===== src/rtl/vga_timing_pkg.sv =====
// Shared constants and helpers for the VGA raster timing generator.
// Holds the 640x480@60 default timing and a constant-evaluable clog2
// used to size the column and row buses.
package vga_timing_pkg;

  // 640x480@60 horizontal timing, in pixels
  localparam int DEF_H_ACTIVE = 640;
  localparam int DEF_H_FRONT  = 16;
  localparam int DEF_H_SYNC   = 96;
  localparam int DEF_H_BACK   = 48;

  // 640x480@60 vertical timing, in lines
  localparam int DEF_V_ACTIVE = 480;
  localparam int DEF_V_FRONT  = 10;
  localparam int DEF_V_SYNC   = 2;
  localparam int DEF_V_BACK   = 33;

  // Fetch lead in pixel clocks
  localparam int DEF_PREFETCH = 2;

  // Number of bits needed to hold values 0..value-1
  function automatic int clog2(input int value);
    int result;
    int pow;
    result = 0;
    pow    = 1;
    for (int i = 0; i < 31; i++) begin
      if (pow < value) begin
        result = result + 1;
        pow    = pow * 2;
      end
    end
    return result;
  endfunction

endpackage


===== src/rtl/vga_axis_counter.sv =====
// One raster axis (horizontal or vertical) of the timing generator.
// Ports:
//   clk, rst   - clock and synchronous active-high reset
//   run        - low forces the axis back to 0 with idle sync
//   start      - load count 0 (first cycle after reset/enable rise)
//   step       - advance the count by one, wrapping at the axis total
//   count      - registered position on this axis
//   wrap       - count is at the last position (next step wraps to 0)
//   active     - the position being loaded at the next edge is visible;
//                the parent registers it together with the other axis
//   sync       - registered sync level for the current count
module vga_axis_counter
  import vga_timing_pkg::*;
#(
  parameter int ACTIVE   = DEF_H_ACTIVE,
  parameter int FRONT    = DEF_H_FRONT,
  parameter int SYNC     = DEF_H_SYNC,
  parameter int BACK     = DEF_H_BACK,
  parameter bit POLARITY = 1'b0,
  parameter int W        = clog2(ACTIVE + FRONT + SYNC + BACK)
) (
  input  logic         clk,
  input  logic         rst,
  input  logic         run,
  input  logic         start,
  input  logic         step,
  output logic [W-1:0] count,
  output logic         wrap,
  output logic         active,
  output logic         sync
);

  localparam int          TOTAL    = ACTIVE + FRONT + SYNC + BACK;
  localparam logic [W-1:0] LAST    = W'(TOTAL - 1);
  localparam logic [31:0] ACT_END  = 32'(ACTIVE);
  localparam logic [31:0] SYNC_BEG = 32'(ACTIVE + FRONT);
  localparam logic [31:0] SYNC_END = 32'(ACTIVE + FRONT + SYNC);

  logic [W-1:0] count_r;
  logic [W-1:0] count_next_s;
  logic [31:0]  next_ext_s;
  logic         in_sync_s;
  logic         sync_r;

  // Next position on this axis: restart, advance with wrap, or hold
  always_comb begin
    count_next_s = count_r;
    if (start) begin
      count_next_s = {W{1'b0}};
    end else if (step) begin
      if (count_r == LAST) begin
        count_next_s = {W{1'b0}};
      end else begin
        count_next_s = count_r + W'(1'b1);
      end
    end else begin
      count_next_s = count_r;
    end
  end

  // Widened so the sync end bound cannot alias when it equals a power of two
  assign next_ext_s = 32'(count_next_s);
  assign in_sync_s  = (next_ext_s >= SYNC_BEG) && (next_ext_s < SYNC_END);

  // Count and sync registers; stopping drops straight to idle so no
  // partial sync pulse survives a reset or enable drop
  always_ff @(posedge clk) begin
    if (rst || !run) begin
      count_r <= {W{1'b0}};
      sync_r  <= ~POLARITY;
    end else begin
      count_r <= count_next_s;
      sync_r  <= in_sync_s ? POLARITY : ~POLARITY;
    end
  end

  assign count  = count_r;
  assign sync   = sync_r;
  assign wrap   = (count_r == LAST);
  assign active = (next_ext_s < ACT_END);

endmodule


===== src/rtl/vga_timing_gen.sv =====
// VGA raster timing generator with a leading fetch position.
// Ports:
//   clkDiv          - pixel clock (only clock, rising edge)
//   rst             - synchronous active-high reset, wins over enable
//   enable          - timing runs while high; low parks at reset values
//   hSync, vSync    - sync outputs at HSYNC_POL / VSYNC_POL when asserted
//   column, row     - current raster position (raw, also in blanking)
//   displayActive   - current position is in the visible area
//   lineStart       - one-cycle pulse at column 0
//   frameStart      - one-cycle pulse at (0,0)
//   fetchColumn/Row - position PREFETCH pixel clocks ahead
//   fetchValid      - that leading position is visible
//   frameCount      - completed frames, wraps 255 -> 0
// All outputs are registered and describe the same raster position.
module vga_timing_gen
  import vga_timing_pkg::*;
#(
  parameter int H_ACTIVE  = DEF_H_ACTIVE,
  parameter int H_FRONT   = DEF_H_FRONT,
  parameter int H_SYNC    = DEF_H_SYNC,
  parameter int H_BACK    = DEF_H_BACK,
  parameter int V_ACTIVE  = DEF_V_ACTIVE,
  parameter int V_FRONT   = DEF_V_FRONT,
  parameter int V_SYNC    = DEF_V_SYNC,
  parameter int V_BACK    = DEF_V_BACK,
  parameter bit HSYNC_POL = 1'b0,
  parameter bit VSYNC_POL = 1'b0,
  parameter int PREFETCH  = DEF_PREFETCH,
  localparam int H_TOTAL  = H_ACTIVE + H_FRONT + H_SYNC + H_BACK,
  localparam int V_TOTAL  = V_ACTIVE + V_FRONT + V_SYNC + V_BACK,
  localparam int COL_W    = clog2(H_TOTAL),
  localparam int ROW_W    = clog2(V_TOTAL)
) (
  input  logic             clkDiv,
  input  logic             rst,
  input  logic             enable,
  output logic             hSync,
  output logic             vSync,
  output logic [COL_W-1:0] column,
  output logic [ROW_W-1:0] row,
  output logic             displayActive,
  output logic             lineStart,
  output logic             frameStart,
  output logic             fetchValid,
  output logic [COL_W-1:0] fetchColumn,
  output logic [ROW_W-1:0] fetchRow,
  output logic [7:0]       frameCount
);

  localparam logic [COL_W-1:0] H_LAST    = COL_W'(H_TOTAL - 1);
  localparam logic [ROW_W-1:0] V_LAST    = ROW_W'(V_TOTAL - 1);
  localparam logic [COL_W-1:0] F_START   = COL_W'(PREFETCH);
  localparam logic [31:0]      H_ACT_LIM = 32'(H_ACTIVE);
  localparam logic [31:0]      V_ACT_LIM = 32'(V_ACTIVE);

  logic             running_r;
  logic             start_s;
  logic             h_wrap_s;
  logic             h_active_s;
  logic             v_wrap_s;
  logic             v_active_s;
  logic [COL_W-1:0] fetch_col_r;
  logic [COL_W-1:0] fetch_col_next_s;
  logic [ROW_W-1:0] fetch_row_r;
  logic [ROW_W-1:0] fetch_row_next_s;
  logic             fetch_valid_next_s;
  logic             fetch_valid_r;
  logic             display_active_r;
  logic             line_start_r;
  logic             frame_start_r;
  logic [7:0]       frame_count_r;

  // The first running edge after reset or enable rise loads (0,0) rather
  // than advancing, so the outputs present the origin on that edge
  assign start_s = ~running_r;

  vga_axis_counter #(
    .ACTIVE(H_ACTIVE), .FRONT(H_FRONT), .SYNC(H_SYNC), .BACK(H_BACK),
    .POLARITY(HSYNC_POL), .W(COL_W)
  ) u_h_axis (
    .clk(clkDiv), .rst(rst), .run(enable), .start(start_s), .step(1'b1),
    .count(column), .wrap(h_wrap_s), .active(h_active_s), .sync(hSync)
  );

  vga_axis_counter #(
    .ACTIVE(V_ACTIVE), .FRONT(V_FRONT), .SYNC(V_SYNC), .BACK(V_BACK),
    .POLARITY(VSYNC_POL), .W(ROW_W)
  ) u_v_axis (
    .clk(clkDiv), .rst(rst), .run(enable), .start(start_s), .step(h_wrap_s),
    .count(row), .wrap(v_wrap_s), .active(v_active_s), .sync(vSync)
  );

  // Leading fetch counter pair: starts PREFETCH columns ahead on row 0
  // and then advances in lock-step, wrapping across lines and frames
  always_comb begin
    fetch_col_next_s = fetch_col_r;
    fetch_row_next_s = fetch_row_r;
    if (start_s) begin
      fetch_col_next_s = F_START;
      fetch_row_next_s = {ROW_W{1'b0}};
    end else if (fetch_col_r == H_LAST) begin
      fetch_col_next_s = {COL_W{1'b0}};
      if (fetch_row_r == V_LAST) begin
        fetch_row_next_s = {ROW_W{1'b0}};
      end else begin
        fetch_row_next_s = fetch_row_r + ROW_W'(1'b1);
      end
    end else begin
      fetch_col_next_s = fetch_col_r + COL_W'(1'b1);
      fetch_row_next_s = fetch_row_r;
    end
  end

  assign fetch_valid_next_s = (32'(fetch_col_next_s) < H_ACT_LIM) &&
                              (32'(fetch_row_next_s) < V_ACT_LIM);

  // Output registers, fetch pair and frame counter; frameCount survives
  // an enable drop and only steps on a real frame wrap (not on restart)
  always_ff @(posedge clkDiv) begin
    if (rst || !enable) begin
      running_r        <= 1'b0;
      fetch_col_r      <= {COL_W{1'b0}};
      fetch_row_r      <= {ROW_W{1'b0}};
      fetch_valid_r    <= 1'b0;
      display_active_r <= 1'b0;
      line_start_r     <= 1'b0;
      frame_start_r    <= 1'b0;
      frame_count_r    <= rst ? 8'd0 : frame_count_r;
    end else begin
      running_r        <= 1'b1;
      fetch_col_r      <= fetch_col_next_s;
      fetch_row_r      <= fetch_row_next_s;
      fetch_valid_r    <= fetch_valid_next_s;
      display_active_r <= h_active_s && v_active_s;
      line_start_r     <= start_s || h_wrap_s;
      frame_start_r    <= start_s || (h_wrap_s && v_wrap_s);
      if (running_r && h_wrap_s && v_wrap_s) begin
        frame_count_r <= frame_count_r + 8'd1;
      end else begin
        frame_count_r <= frame_count_r;
      end
    end
  end

  assign fetchColumn   = fetch_col_r;
  assign fetchRow      = fetch_row_r;
  assign fetchValid    = fetch_valid_r;
  assign displayActive = display_active_r;
  assign lineStart     = line_start_r;
  assign frameStart    = frame_start_r;
  assign frameCount    = frame_count_r;

endmodule

===== config.mk =====
export PLATFORM = sky130hd
export DESIGN_NAME = vga_timing_gen
export DESIGN_NICKNAME = d
export VERILOG_FILES = /design/src/rtl/vga_timing_pkg.sv /design/src/rtl/vga_axis_counter.sv /design/src/rtl/vga_timing_gen.sv
export SDC_FILE = /design/constraint.sdc
export NUM_CORES = 1
export LEC_CHECK = 0
export BUFFER_PORTS_ARGS = -buffer_cell sky130_fd_sc_hd__buf_2
export CORE_UTILIZATION = 25
export DETAILED_ROUTE_END_ITERATION = 8
export SLEW_MARGIN = 20
export SYNTH_ARGS = -nofsm -noshare
export SYNTH_HDL_FRONTEND = slang
export SYNTH_HIERARCHICAL = 1
export SYNTH_SLANG_ARGS = --single-unit

===== constraint.sdc =====
create_clock -name clkDiv -period 4.7 [get_ports clkDiv]
set_clock_uncertainty 0.1 [all_clocks]
set_input_delay 0.94 -clock clkDiv [delete_from_list [all_inputs] [get_ports clkDiv]]
set_output_delay 0.94 -clock clkDiv [all_outputs]
set_load 0.1 [all_outputs]

* After elaboration in Yosys (flattened, before gate mapping)
Cells that the tools add are included.
** Word-level totals
- Output and inout port bits :: 54
- Flip-flop bits (word level) :: 55
- RAM bits :: 0
- Bits of input ports :: 3
- Memory bits (read-only) :: 0
- Logic and storage cells :: 60
- Memories kept :: 0
- Bits in latches :: 0
** Cells by class
- Multipliers :: 0
- $lt $le $gt $ge :: 8
- Shift-type cells :: 0
- Bitwise logic cells :: 1
- Add/sub/neg operators :: 5
- Eq/ne operators :: 5
- Divide/modulo/power cells :: 0
- Muxes and demuxes :: 16
- Reduce and logical (&&, ||, !) cells :: 13
** Operators by type and width (count)
- two-way mux 10 bit :: 10
- adder 10 x 1 -> 10 bit, second input constant :: 4
- equality test 10 bit, second input constant :: 4
- less-than comparator 10 bit, second input constant :: 3
- less-than comparator 10 x 9 -> 1 bit, second input constant :: 3
- two-way mux 8 bit :: 3
- >= comparator 10 bit, second input constant :: 1
- >= comparator 10 x 9 -> 1 bit, second input constant :: 1
- adder 8 x 1 -> 8 bit, second input constant :: 1
- logical AND 1 bit :: 7
- logical OR 1 bit :: 3
- two-way mux 1 bit :: 3
- inequality test 2 bit, second input constant :: 1
- AND reduction 2 bit :: 1
- nonzero test 2 bit :: 1
- zero test 1 bit :: 1
- inverter 1 bit :: 1

* Logic depth before layout (Yosys ltp)
Gate-level depths: netlist of the first run.
- Depth in word-level cells :: 7
- Mapped depth :: 11

* Cells and area by module
The synthesis of the first run kept the hierarchy.
** By module, submodules not included
- vga_timing_gen :: times used 1, cells an instance 172, area an instance 1620.3 um2
- vga_axis_counter (u_h_axis) :: times used 1, cells an instance 79, area an instance 695.7 um2
- vga_axis_counter (u_v_axis) :: times used 1, cells an instance 79, area an instance 689.4 um2

* Worst setup path after synthesis of the first run
OpenSTA, ideal clock, no wires.
- Path kind :: register -> register
- Start :: register u_h_axis.count_r[0], in the netlist u_h_axis/count[0]
- End :: register display_active_r, in the netlist displayActive
- Slack :: 1.393 ns
- Arrival time :: 3.091 ns
- Data required time :: 4.485 ns
- Stages on the path, launching flop included :: 10
- Path buffers :: 1
- Period minus slack after synthesis :: 3.307 ns
- Cells stage by stage :: dfxtp_1 -> ha_1 -> nand4_1 -> nor2b_1 -> buf_4 -> nand3_1 -> nor4_1 -> nor4_1 -> a221o_1 -> and3_1
** On the way
- Longest elaborated chain between the ends :: 5
** RTL lines
- start, declared :: line vga_axis_counter.sv:39 : logic [W-1:0] count_r;
- start signal, assigned :: line vga_axis_counter.sv:69 : count_r <= {W{1'b0}};
- start signal, assigned :: line vga_axis_counter.sv:72 : count_r <= count_next_s;
- equality test 10 bit :: line vga_axis_counter.sv:79 : assign wrap = (count_r == LAST);
- net h_wrap_s :: line vga_timing_gen.sv:58 : logic h_wrap_s;
- two-way mux 10 bit :: line vga_axis_counter.sv:50 : end else if (step) begin
- two-way mux 10 bit :: line vga_axis_counter.sv:48 : if (start) begin
- less-than comparator 10 x 9 -> 1 bit :: line vga_axis_counter.sv:80 : assign active = (next_ext_s < ACT_END);
- net v_active_s :: line vga_timing_gen.sv:61 : logic v_active_s;
- logical AND 1 bit :: line vga_timing_gen.sv:134 : display_active_r <= h_active_s && v_active_s;
- end signal, assigned :: line vga_timing_gen.sv:134
- end, declared :: line vga_timing_gen.sv:68 : logic display_active_r;
The timed path passes the listed nets, and every way through them passes these cells.
A chain may end at the register's enable or synchronous reset.

* Final worst setup path of the first run
Ends and elaborated chain as after synthesis.

==> results.txt, run 1 <==
Initial Util - 0.2599
Vias in the first global route - 2379
Largest net degree at the start of global routing - 19
Metal3 WL - 347 µm
GRT Total Usage - 0.1169
Post-CTS Hold Buffers - 0
Clock tree sinks - 55
# Max-Cap Violations - 0
Cell taking the most area after synthesis - dfxtp_1
Area delta synth->final - 18.36%
CTS Buf Count - 5
Dpl hpwl - 5394 µm
Drt pass-1 iters - 8
TritonCTS clock tree - built
Worst min-delay path category - flip-flop to flip-flop
Synth async-reset ratio - 0
Sequential area share after synthesis - 0.3930
Measured slew at the worst slew-check pin - 0.8824 ns
Top FF cell, synth - dfxtp_1
Die width - 111.6 µm
Internal cell power - 0.7288 mW
Syn avg cell area - 9.107 µm²
Commonest non-fill, non-tap cell in the layout - buf_2
Crit-path max FO - 12
Synth top area share - 0.3131
Logic pwr share - 0.081
TNS Setup - 0 ns
CP Class - flip-flop to flip-flop
Worst hold path cell count - 1
Failing checks - design-rule violations
Final worst slack - 1.548 ns
Final wirelength - 7293 µm
Pre-CTS WS - 1.617 ns
Wire per inst - 13.87 µm
Max Slew Vio Count - 0
Worst Setup Start Kind - flip-flop
CTS clk-pin slew, worst paths - 0.07 ns
Critical path arrival - 3.24 ns
Full die area - 12460 µm²
Core Rows - 39
Max layer used - met4
Tmin final - 3.152 ns
Share of power burned in registers - 0.503
Gr ovfl total - 0
Fmax achieved - 317.3 MHz
Synth Warn # - 6
Clk root buf - clkbuf_16
Htree depth - 2
Hold Fails Final Rpt - 0
Met2 routed WL - 3419 µm
Synth Register Bits - 55
Postcts setup bufs - 0
Share of post-route cells with drive strength above 1 - 0.2298
Max_slew headroom - 0.4069
Pwr dens - 274.7 nW/µm²
Placed cells - 518
Leak - 1.313 nW
Port Buffers - 56
Fillcell total - 1225
RePlAce Congestion - 0.8233
Worst skew pair latency - 0.29 ns
Post-synthesis cell area - 3005 µm²
Fin nets - 392
Drc violations - 7
Syn Inst Count - 330
Syn_nets - 340
CTS max path bufs - 2
Reg2reg path depth - 8
VDD IR max - 155.8 µV
CP required - 4.78 ns
Sw Pwr - 0.2483 mW
Nature of the critical path endpoint - flip-flop
Chip height - 111.6 µm
Worst Hold Slack - 0.3879 ns
Antenna cells - 0
Commonest non-fill, non-tap cells in the layout - buf_2, nor2_1, dfxtp_1
Core Footprint - 11560 µm²
DRT iter0 DRCs - 146
Final setup viols - 0
Number of synthesized flops with an enable pin - 8
Initial antenna violation count - 0
Synth area leaders - dfxtp_1, edfxtp_1, nor2_1
Status - finished with violations
Netlist cell types - 69
Antenna Nets Post-Route - 0
Resized cells post-CTS - 0
Via count - 2548
Clock network power share - 0.416
Vias per cell - 4.844
First-pass GRT wire length - 12080 µm
RSZ-0062 raised after global routing - false
Non-Filler Instances - 526
I/O Pins - 57
Crit share post-route - 0.6706
Sw Ratio - 0.2541
Metal-1 WL - 3507 µm
-- Yosys cell counts (2+ instances only) --
library cell / number
or2_2: 2
and2_1: 3
o311a_1: 2
a31oi_1: 2
inv_1: 8
a211oi_2: 2
nor4b_1: 2
nor3_1: 9
nand4_1: 7
nor4_4: 2
nor3b_1: 2
nand3_1: 21
buf_6: 2
nand2b_1: 5
mux2i_1: 2
nand2_1: 28
nand4b_1: 5
nor4_1: 6
dfxtp_1: 47
nor2_1: 52
nor3_2: 4
xnor2_1: 17
buf_4: 3
xor2_1: 21
buf_2: 4
o22ai_1: 2
edfxtp_1: 8
ha_1: 7
a21oi_1: 7
o31ai_1: 2
and3_1: 7
or4_1: 2
-- per-layer routing --
layer | vias to the layer above | GRT usage
li1 | 1283 | -
met1 | 1208 | 0.1548
met2 | 55 | 0.1934
met3 | 2 | 0.02940
met4 | 0 | 0.02072
met5 | - | 0
-- power groups by stage --
stage | registers [mW] | logic, mW | clock network (mW)
6_report | 0.491 | 0.0790 | 0.407
5_1_grt | 0.492 | 0.0827 | 0.446
4_1_cts | 0.491 | 0.0794 | 0.427
3_5_place_dp | 0.502 | 0.0792 | 0
3_3_place_gp | 0.502 | 0.0792 | 0
2_1_floorplan | 0.549 | 0.0174 | 0
-- final timing paths --
path,end,slack (ns),start
setup / recovery,displayActive,1.55,u_h_axis/count[0]
hold / removal,fetchColumn[0],0.39,fetchColumn[0]
setup reg to reg,displayActive,1.55,u_h_axis/count[0]
hold reg to reg,fetchColumn[0],0.39,fetchColumn[0]
-- logic make-up (layout without fill, tap and decap cells) --
kind of cell	after synthesis	after routing	synth area share
AND/OR/NAND/NOR	174	174	0.3347
flip-flops	55	55	0.3930
XOR/XNOR	38	38	0.1107
AO/OA/AOI/OAI	34	34	0.08993
buffers and inverters	19	72	0.03455
adder cells (fa/ha/maj)	7	7	0.02914
multiplexers	2	2	0.006661
other	1	1	0.001248
-- cell type report --
type,count,area (µm²),area share
inverter,8,30.03,0.008442
clock buffer,6,150.1,0.04221
multi-input combinational,256,1720,0.4836
clock inverter,2,16.27,0.004573
tap,143,178.9,0.05030
timing repair buffer,56,280.3,0.07879
sequential,55,1181,0.3320
-- registers in the layout, indices dropped and copies added (netlist names) --
| register | count |
|---|---|
| displayActive | 1 |
| fetchColumn | 10 |
| fetchRow | 10 |
| fetchValid | 1 |
| frameCount | 8 |
| frameStart | 1 |
| lineStart | 1 |
| running_r | 1 |
| u_h_axis/count | 10 |
| u_h_axis/sync | 1 |
| u_v_axis/count | 10 |
| u_v_axis/sync | 1 |
-- worst max-delay path: stages, from the launching register on --
cell and delay [ns]:
dfxtp_1 0.48, ha_1 0.36, nand4_1 0.19, nor2b_1 0.66, nand3_1 0.32, nor4_1 0.39, nor4_1 0.09, a221o_1 0.32
and3_1 0.14
-- metrics by stage --
| stage | total power [mW] | cell area [µm²] | utilization |
|---|---|---|---|
| 6_report | 0.9770 | 3557 | 0.3076 |
| 5_1_grt | 1.021 | 3557 | 0.3076 |
| 4_1_cts | 0.9974 | 3557 | 0.3076 |
| 3_5_place_dp | 0.5817 | 3391 | 0.2932 |
| 3_3_place_gp | 0.5811 | 3391 | 0.2932 |
| 2_1_floorplan | 0.5664 | 3005 | - |
No activity file was read; power rests on OpenSTA's default activity.
==> run 2: changes to the inputs <==
- clock period: 4.7 -> 3.3 ns (I/O delays scaled with it)
==> run 2 against run 1 <==
Largest cell class unchanged. Cell area is essentially flat. Clock-buffer cell count is the same. Non-clock buffer count grew 3. Sequential share of layout area is essentially flat. Sequential power grew 43%. The run still ends with design-rule violations left. Critical path type unchanged. Power grew 37%.
==> results.txt, run 2 (synthesized netlist as in run 1, its figures left out) <==
Initial antenna violation count - 0
Core Rows - 39
Initial Util - 0.2599
Vias per cell - 4.803
Largest net degree at the start of global routing - 17
CTS clk-pin slew, worst paths - 0.07 ns
Resized cells post-CTS - 0
Htree depth - 2
Drt pass-1 iters - 6
Wire per inst - 13.77 µm
Worst Setup Start Kind - flip-flop
Pwr dens - 377.1 nW/µm²
Crit path cell chain - ha_1, nand4_1, nor2b_1, nand3_1, nor4_1, nor4_1, a221o_1, and3_1
VDD IR max - 203.6 µV
Logic pwr share - 0.085
Crit share post-route - 0.8168
TNS Setup - 0 ns
Crit-path max FO - 7
Share of post-route cells with drive strength above 1 - 0.2358
Clk root buf - clkbuf_16
Nature of the critical path endpoint - flip-flop
Sw Ratio - 0.2622
Via count - 2541
Drc violations - 6
Fillcell total - 1220
CTS max path bufs - 2
Post-route cell area - 3556 µm²
Final Total Pwr - 1.341 mW
Measured slew at the worst slew-check pin - 0.5165 ns
Clock network power share - 0.394
Internal cell power - 0.9894 mW
DRT iter0 DRCs - 117
Area of the multi-input gates - 1720 µm²
Max stage delay on crit path - 0.46 ns
Slowest cell on crit path - dfxtp_1
Fin nets - 395
Share of power burned in registers - 0.522
CP required - 3.39 ns
Core Footprint - 11560 µm²
Port Buffers - 56
Reg2reg setup slack - 0.60 ns
Failing checks - design-rule violations
Worst skew pair latency - 0.29 ns
Antenna cells - 0
R2R Path Start - u_h_axis/count[1]
Final setup viols - 0
Dpl hpwl - 5330 µm
Clock tree sinks - 55
CP Class - flip-flop to flip-flop
Buf/Inv on CP - 0
I/O Pins - 57
Critical Path Start - u_h_axis/count[1]
RSZ-0062 raised after global routing - false
Vias in the first global route - 2497
Full die area - 12460 µm²
Family with the most delay on the worst path - simple AND/OR/NAND/NOR gates
# Max-Cap Violations - 0
TritonCTS clock tree - built
Commonest non-fill, non-tap cells in the layout - buf_2, nor2_1, dfxtp_1
Gr ovfl total - 0
Tmin final - 2.695 ns
Chip height - 111.6 µm
Most used cell, CP - nor4_1
Area delta synth->final - 18.32%
Hold_sp - fetchColumn[0]
Status - finished with violations
Worst min-delay path category - flip-flop to flip-flop
Max_slew headroom - 0.6580
Leak - 1.318 nW
Sw Pwr - 0.3516 mW
Final wirelength - 7285 µm
FF/Latch Area - 1182 µm²
Non-Filler Instances - 529
Area of placed instances - 3415 µm²
Max Slew Vio Count - 0
Postcts setup bufs - 0
RePlAce Congestion - 0.8547
First-pass GRT wire length - 12250 µm
GRT Total Usage - 0.1192
Placed cells - 521
Hold Fails Final Rpt - 0
Die width - 111.6 µm
Critical path arrival - 2.79 ns
Post-CTS Hold Buffers - 0
Fmax achieved - 371.0 MHz
Final Util - 0.3075
CTS Buf Count - 5
Antenna Nets Post-Route - 0
Commonest non-fill, non-tap cell in the layout - buf_2
run 2: through the flow:
stage	setup slack, ns	hold slack (ns)
finish	0.6047	0.3885
detailed placement	0.6339	0.3833
global route	0.3683	0.4389
global placement	0.7413	0.3623
CTS	0.6192	0.4010
floorplan	0.001981	0.3819
run 2: layer usage:
layer | global-route usage | part of all wire | routed length, µm
met5 | 0 | 0 | 0
met2 | 0.2029 | 0.46 | 3373
met3 | 0.03430 | 0.050 | 365
met1 | 0.1499 | 0.48 | 3473
met4 | 0.02252 | 0.0099 | 72
run 2: final cells by class:
cell class | count | share of cell area
Clock buffer | 6 | 0.03624
Clock inverter | 2 | 0.003519
Inverter | 8 | 0.008445
Multi-Input combinational cell | 256 | 0.4838
Sequential cell | 55 | 0.3325
Tap cell | 143 | 0.05032
Timing Repair Buffer | 59 | 0.08515
run 2: power by group through the flow:
stage	combinational [mW]	clock, mW	sequential (mW)
2_1_floorplan	0.0248	0	0.782
3_3_place_gp	0.114	0	0.715
3_5_place_dp	0.114	0	0.715
4_1_cts	0.114	0.555	0.699
5_1_grt	0.119	0.568	0.701
6_report	0.114	0.528	0.700
run 2: path summary, 6_finish.rpt:
path / end / cells past startpoint
worst min register to register: fetchColumn[0] / 1
worst max register to register: displayActive / 8
worst min-delay path: fetchColumn[0] / 1
worst max-delay path: displayActive / 8
